==> config.mk <==
export PLATFORM = sky130hd
export DESIGN_NAME = line_printer
export DESIGN_NICKNAME = d
export VERILOG_FILES = /design/src/rtl/line_printer.sv
export SDC_FILE = /design/constraint.sdc
export NUM_CORES = 1
export LEC_CHECK = 0
export CORE_MARGIN = 2
export CORE_UTILIZATION = 59
export CTS_CLUSTER_SIZE = 25
export DETAILED_ROUTE_END_ITERATION = 7
export PLACE_DENSITY = 0.84
export SLEW_MARGIN = 5
export SYNTH_ARGS = -nofsm -noshare
export SYNTH_HDL_FRONTEND = slang
export SYNTH_SLANG_ARGS = --single-unit
==> constraint.sdc <==
create_clock -name CLK -period 3.5 [get_ports CLK]
set_input_delay 0.35 -clock CLK [delete_from_list [all_inputs] [get_ports CLK]]
set_output_delay 0.35 -clock CLK [all_outputs]
set_load 0.005 [all_outputs]
==> src/rtl/line_printer.sv <==
// Buffered line printer: accepts bytes over the TR/RDY strobe handshake, queues them
// in a small FIFO and prints one every PRINT_CYCLES+1 cycles, tracking column and line.
module line_printer #(
  parameter int unsigned DEPTH        = 4,
  parameter int unsigned PRINT_CYCLES = 13,
  parameter int unsigned LINE_WIDTH   = 80
) (
  input  logic                     CLK,
  input  logic                     RSTn,
  input  logic                     TR,
  input  logic [7:0]               PD,
  output logic                     RDY,
  output logic [7:0]               data,
  output logic                     data_valid,
  output logic                     line_done,
  output logic [7:0]               col,
  output logic [15:0]              line_count,
  output logic                     busy,
  output logic [$clog2(DEPTH):0]   fifo_level
);

  localparam int unsigned AW    = $clog2(DEPTH);
  localparam int unsigned LVL_W = AW + 1;
  localparam int unsigned CNT_W = (PRINT_CYCLES > 1) ? $clog2(PRINT_CYCLES) : 1;

  typedef enum logic {IN_ACCEPT, IN_WAIT_LOW} in_state_e;
  typedef enum logic {ENG_IDLE, ENG_PRINT}    eng_state_e;

  in_state_e        in_q, in_d;
  eng_state_e       eng_q, eng_d;
  logic [7:0]       mem_q [DEPTH];
  logic [AW-1:0]    wr_ptr_q, wr_ptr_d;
  logic [AW-1:0]    rd_ptr_q, rd_ptr_d;
  logic [LVL_W-1:0] level_q, level_d;
  logic [CNT_W-1:0] cnt_q, cnt_d;
  logic [7:0]       byte_q, byte_d;
  logic [7:0]       data_q, data_d;
  logic [7:0]       col_q, col_d;
  logic [15:0]      line_count_q, line_count_d;
  logic             rdy_q, rdy_d;
  logic             dv_q, dv_d;
  logic             ld_q, ld_d;
  logic             busy_q, busy_d;
  logic             push_c, pop_c, full_c;

  assign full_c = (level_q == LVL_W'(DEPTH));

  // State and output registers
  always_ff @(posedge CLK or negedge RSTn) begin
    if (!RSTn) begin
      in_q         <= IN_ACCEPT;
      eng_q        <= ENG_IDLE;
      wr_ptr_q     <= '0;
      rd_ptr_q     <= '0;
      level_q      <= '0;
      cnt_q        <= '0;
      byte_q       <= '0;
      data_q       <= '0;
      col_q        <= '0;
      line_count_q <= '0;
      rdy_q        <= 1'b1;
      dv_q         <= 1'b0;
      ld_q         <= 1'b0;
      busy_q       <= 1'b0;
    end else begin
      in_q         <= in_d;
      eng_q        <= eng_d;
      wr_ptr_q     <= wr_ptr_d;
      rd_ptr_q     <= rd_ptr_d;
      level_q      <= level_d;
      cnt_q        <= cnt_d;
      byte_q       <= byte_d;
      data_q       <= data_d;
      col_q        <= col_d;
      line_count_q <= line_count_d;
      rdy_q        <= rdy_d;
      dv_q         <= dv_d;
      ld_q         <= ld_d;
      busy_q       <= busy_d;
    end
  end

  // FIFO storage; stale entries are harmless because the pointers are reset
  always_ff @(posedge CLK) begin
    if (push_c) begin
      mem_q[wr_ptr_q] <= PD;
    end
  end

  // Input handshake, print engine, FIFO bookkeeping and position tracking
  always_comb begin
    in_d         = in_q;
    eng_d        = eng_q;
    wr_ptr_d     = wr_ptr_q;
    rd_ptr_d     = rd_ptr_q;
    level_d      = level_q;
    cnt_d        = cnt_q;
    byte_d       = byte_q;
    data_d       = data_q;
    col_d        = col_q;
    line_count_d = line_count_q;
    dv_d         = 1'b0;
    ld_d         = 1'b0;
    push_c       = 1'b0;
    pop_c        = 1'b0;

    unique case (in_q)
      IN_ACCEPT: begin
        if (TR && !full_c) begin
          push_c = 1'b1;
          in_d   = IN_WAIT_LOW;
        end
      end
      IN_WAIT_LOW: begin
        if (!TR) begin
          in_d = IN_ACCEPT;
        end
      end
    endcase

    unique case (eng_q)
      ENG_IDLE: begin
        if (level_q != '0) begin
          pop_c  = 1'b1;
          byte_d = mem_q[rd_ptr_q];
          cnt_d  = CNT_W'(PRINT_CYCLES - 1);
          eng_d  = ENG_PRINT;
        end
      end
      ENG_PRINT: begin
        if (cnt_q != '0) begin
          cnt_d = cnt_q - CNT_W'(1);
        end else begin
          data_d = byte_q;
          dv_d   = 1'b1;
          eng_d  = ENG_IDLE;
          // LF ends the line, CR only returns the carriage, others advance/wrap
          if (byte_q == 8'h0A) begin
            ld_d         = 1'b1;
            col_d        = '0;
            line_count_d = line_count_q + 16'd1;
          end else if (byte_q == 8'h0D) begin
            col_d = '0;
          end else if (({1'b0, col_q} + 9'd1) == 9'(LINE_WIDTH)) begin
            ld_d         = 1'b1;
            col_d        = '0;
            line_count_d = line_count_q + 16'd1;
          end else begin
            col_d = col_q + 8'd1;
          end
        end
      end
    endcase

    if (push_c) begin
      wr_ptr_d = wr_ptr_q + AW'(1);
    end
    if (pop_c) begin
      rd_ptr_d = rd_ptr_q + AW'(1);
    end

    unique case ({push_c, pop_c})
      2'b10:   level_d = level_q + LVL_W'(1);
      2'b01:   level_d = level_q - LVL_W'(1);
      default: level_d = level_q;
    endcase

    // Registered status reflects the state being entered at this edge
    rdy_d  = (in_d == IN_ACCEPT) && (level_d != LVL_W'(DEPTH));
    busy_d = (level_d != '0) || (eng_d == ENG_PRINT);
  end

  assign RDY        = rdy_q;
  assign data       = data_q;
  assign data_valid = dv_q;
  assign line_done  = ld_q;
  assign col        = col_q;
  assign line_count = line_count_q;
  assign busy       = busy_q;
  assign fifo_level = level_q;

endmodule

==> results.py <==
metrics = {
    "timing": {
        "fmaxAchievable_ghz": 0.3392,
        "holdWs_ps": 82.45,
        "fin_crit_sh_pct": 84.23,
        "fin_setup_tns_ps": 0,
        "worstMarginPinSlew_ps": 1048,
        "fin_ws_ps": 551.8,
        "rsz0062_at_grt": "false",
        "fin_crit_ps": 2948,
        "finClkSkew_ps": 9.145,
        "max_slew_margin_pct": 30.02,
        "finalHoldViolations": 0,
        "setup_viol": 0,
        "slew_violations": 0,
    },
    "clocking": {
        "cts_buffer_depth": 2,
        "cts_sinks": 89,
        "worstSkewPairLatency_ps": 350,
        "cts.clk_slew.worst_paths_ps": 90,
        "h-tree-depth": 3,
        "root_buffer": "clkbuf_8",
        "post-cts-setup-buffers": 0,
        "postCtsResizedCells": 0,
        "cts_buffers": 9,
        "cts_tree": "built",
        "hold_buffers": 0,
    },
    "floorplanning": {
        "die_area_mm2": 0.007230,
        "ios": 50,
        "start_util_pct": 61.00,
        "die_y_um": 85.03,
        "core_mm2": 0.006350,
        "num_rows": 29,
        "die_w_um": 85.03,
    },
    "pwr": {
        "p_sw_share_pct": 30.95,
        "power_density_mw_per_mm2": 698.8,
        "power_mw": 3.253,
        "p_comb_share_pct": 27.5,
        "ir_drop_mv": 0.4178,
        "p_int_mw": 2.246,
        "clockPowerShare_pct": 24.6,
        "seqPwrFrac_pct": 47.9,
        "p_sw_mw": 1.007,
        "leakagePower_nw": 1.909,
    },
    "place": {
        "place_congestion": 0.8184,
        "dp_worst_setup_slack_ps": 625.3,
        "io_buffers": 49,
        "dpl.hpwl_mm": 4.759,
    },
    "critical_path": {
        "crit_fanout": 17,
        "cp_data_arrival_time_ps": 3240,
        "critical_path_class": "reg2reg",
        "critPathRequiredTime_ps": 3790,
        "end_kind": "register",
        "startpoint_type": "register",
    },
    "run": {
        "max-cap-violations": 0,
    },
    "synth": {
        "seq_area_frac_synth_pct": 61.66,
        "postSynthCellCount": 296,
        "syn-num-nets": 318,
        "synth_cell_types": 47,
        "yosysWarnings": 0,
        "postSynthAreaPerCell_um2": 13.09,
        "ys.flop_type": "dfrtp_1",
        "synth_area_mm2": 0.003874,
        "async_reset_ff_share_pct": 64.04,
        "synth_edf_count": 32,
        "ys_seq_elements": 89,
    },
    "layout": {
        "area_growth_syn_to_layout_pct": 20.15,
        "nets": 369,
        "drive_gt1_share_pct": 11.93,
        "postLayoutCoreUtil_pct": 73.30,
        "diodes": 0,
    },
    "global_routing": {
        "grt_pass1_vias": 2466,
        "grt_overflow": 0,
        "antenna_found_initial": 0,
        "track_usage_pct": 20.86,
        "grt_pass1_wl_mm": 11.90,
        "grt_max_degree": 38,
    },
    "detailed_routing": {
        "firstDrtPassIters": 4,
        "first_iter_violations": 158,
        "dr_total_vias": 2448,
        "routed_via_density": 5.706,
        "routedWlPerCell_um": 15.95,
        "drt-total-wl_mm": 6.843,
        "ant_nets": 0,
        "route.detailed.drc": 0,
    },
    "min_path": {
        "hp-class": "in2async",
    },
    "run_status": {
        "status": "finished, final reports clean",
    },
}
==> stage by stage <==
| stage | area [µm²] | cells |
|---|---|---|
| global route | 4654 | 429 |
| finish | 4654 | 429 |
| CTS | 4654 | 429 |
| global placement | 4423 | 413 |
| detailed placement | 4423 | 413 |
| floorplan | 3874 | 296 |
==> cell families after synthesis <==
kind of cell               after synthesis  share of synthesized area (%)
AOI/OAI and AO/OA                       44                          8.237
xor gates and xnor gates                25                          5.652
adders and majority gates               11                          3.747
buffers and inverters                   24                          2.390
DFF                                     89                          61.66
muxes                                   19                          7.817
and+or+nand+nor                         84                          10.50
==> cell usage after synthesis (2+ instances only) <==
cell	count	area, µm²
and3_1	2	12.51
nand2b_1	4	25.02
edfxtp_1	32	960.9
mux2_2	10	112.6
a2111oi_1	3	30.03
o31ai_1	2	15.01
ha_1	10	125.1
buf_2	2	10.01
and3b_1	2	17.52
nand2_1	39	146.4
dfrtp_1	56	1401
inv_1	14	52.55
mux4_2	8	180.2
nand4_1	6	37.54
a22o_1	2	17.52
a211oi_1	7	52.55
nor2_1	9	33.78
a21oi_1	5	25.02
nor3_1	4	20.02
clkbuf_1	6	22.52
xor2_1	17	148.9
nand3_1	6	30.03
nor3b_1	2	15.01
o21ai_0	13	65.06
buf_1	2	7.510
and2_1	4	25.02
xnor2_1	8	70.07
nor4_1	2	12.51
==> cell usage in the layout, fill, tap and decap left out, types with 3 or more instances in the layout <==
| master | count |
|---|---|
| dfrtp_1 | 56 |
| clkdlybuf4s50_1 | 48 |
| nand2_1 | 39 |
| edfxtp_1 | 32 |
| xor2_1 | 17 |
| inv_1 | 14 |
| o21ai_0 | 13 |
| mux2_2 | 10 |
| ha_1 | 10 |
| nor2_1 | 9 |
| clkbuf_8 | 9 |
| xnor2_1 | 8 |
| mux4_2 | 8 |
| a211oi_1 | 7 |
| nand3_1 | 6 |
| nand4_1 | 6 |
| a21oi_1 | 5 |
| nor3_1 | 4 |
| and2_1 | 4 |
| nand2b_1 | 4 |
| a2111oi_1 | 3 |
==> cell type report <==
class                           count  area [µm²]
Sequential cell                    89        2389
Multi-Input combinational cell    183        1393
Tap cell                           77       96.34
Clock inverter                      7       107.6
Fill cell                         409        1695
Clock buffer                        9       123.9
Inverter                           14       52.55
Timing Repair Buffer               50       493.0
==> layer usage <==
metal	vias up	global-route usage [%]	part of all wire (%)
met2	57	33.52	49
met3	7	5.253	4.4
met4	0	5.051	0.99
li1	1166	-	-
met5	-	0	0
met1	1218	29.07	45
==> worst paths after layout <==
path,from,to,slack [ps],depth (start not counted)
setup / recovery,cnt_q[0],col[7],550,9
hold / removal,RSTn,line_count[5],80,1
setup reg to reg,cnt_q[0],col[7],550,9
hold reg to reg,line_count[15],line_count[15],470,1
max in group asynchronous,RSTn,byte_q[2],2650,2
min in group CLK,line_count[15],line_count[15],470,1
==> sequential cells by signal, summed over array words and instances (netlist names), 2 cells and up <==
| name | count |
|---|---|
| byte_q | 8 |
| mem_q | 32 |
| col | 8 |
| line_count | 16 |
| fifo_level | 3 |
| cnt_q | 4 |
| wr_ptr_q | 2 |
| data | 8 |
| rd_ptr_q | 2 |
==> critical path, stage by stage, from the launching register on <==
cell and delay, ps:
dfrtp_1 410, inv_1 80, ha_1 140, nor3b_1 280
nand2_1 420, inv_1 490, o21ai_1 300, or2_2 410
o21ai_0 190, a22o_1 160
==> power groups by stage <==
| stage | combinational (mW) | clock, mW | sequential, mW |
|---|---|---|---|
| floorplan | 0.609 | 0 | 1.49 |
| global placement | 0.851 | 0 | 1.56 |
| CTS | 0.907 | 0.818 | 1.56 |
| detailed placement | 0.890 | 0 | 1.58 |
| finish | 0.894 | 0.801 | 1.56 |
| global route | 0.996 | 0.871 | 1.59 |
Power figures use the tool's default switching activity.
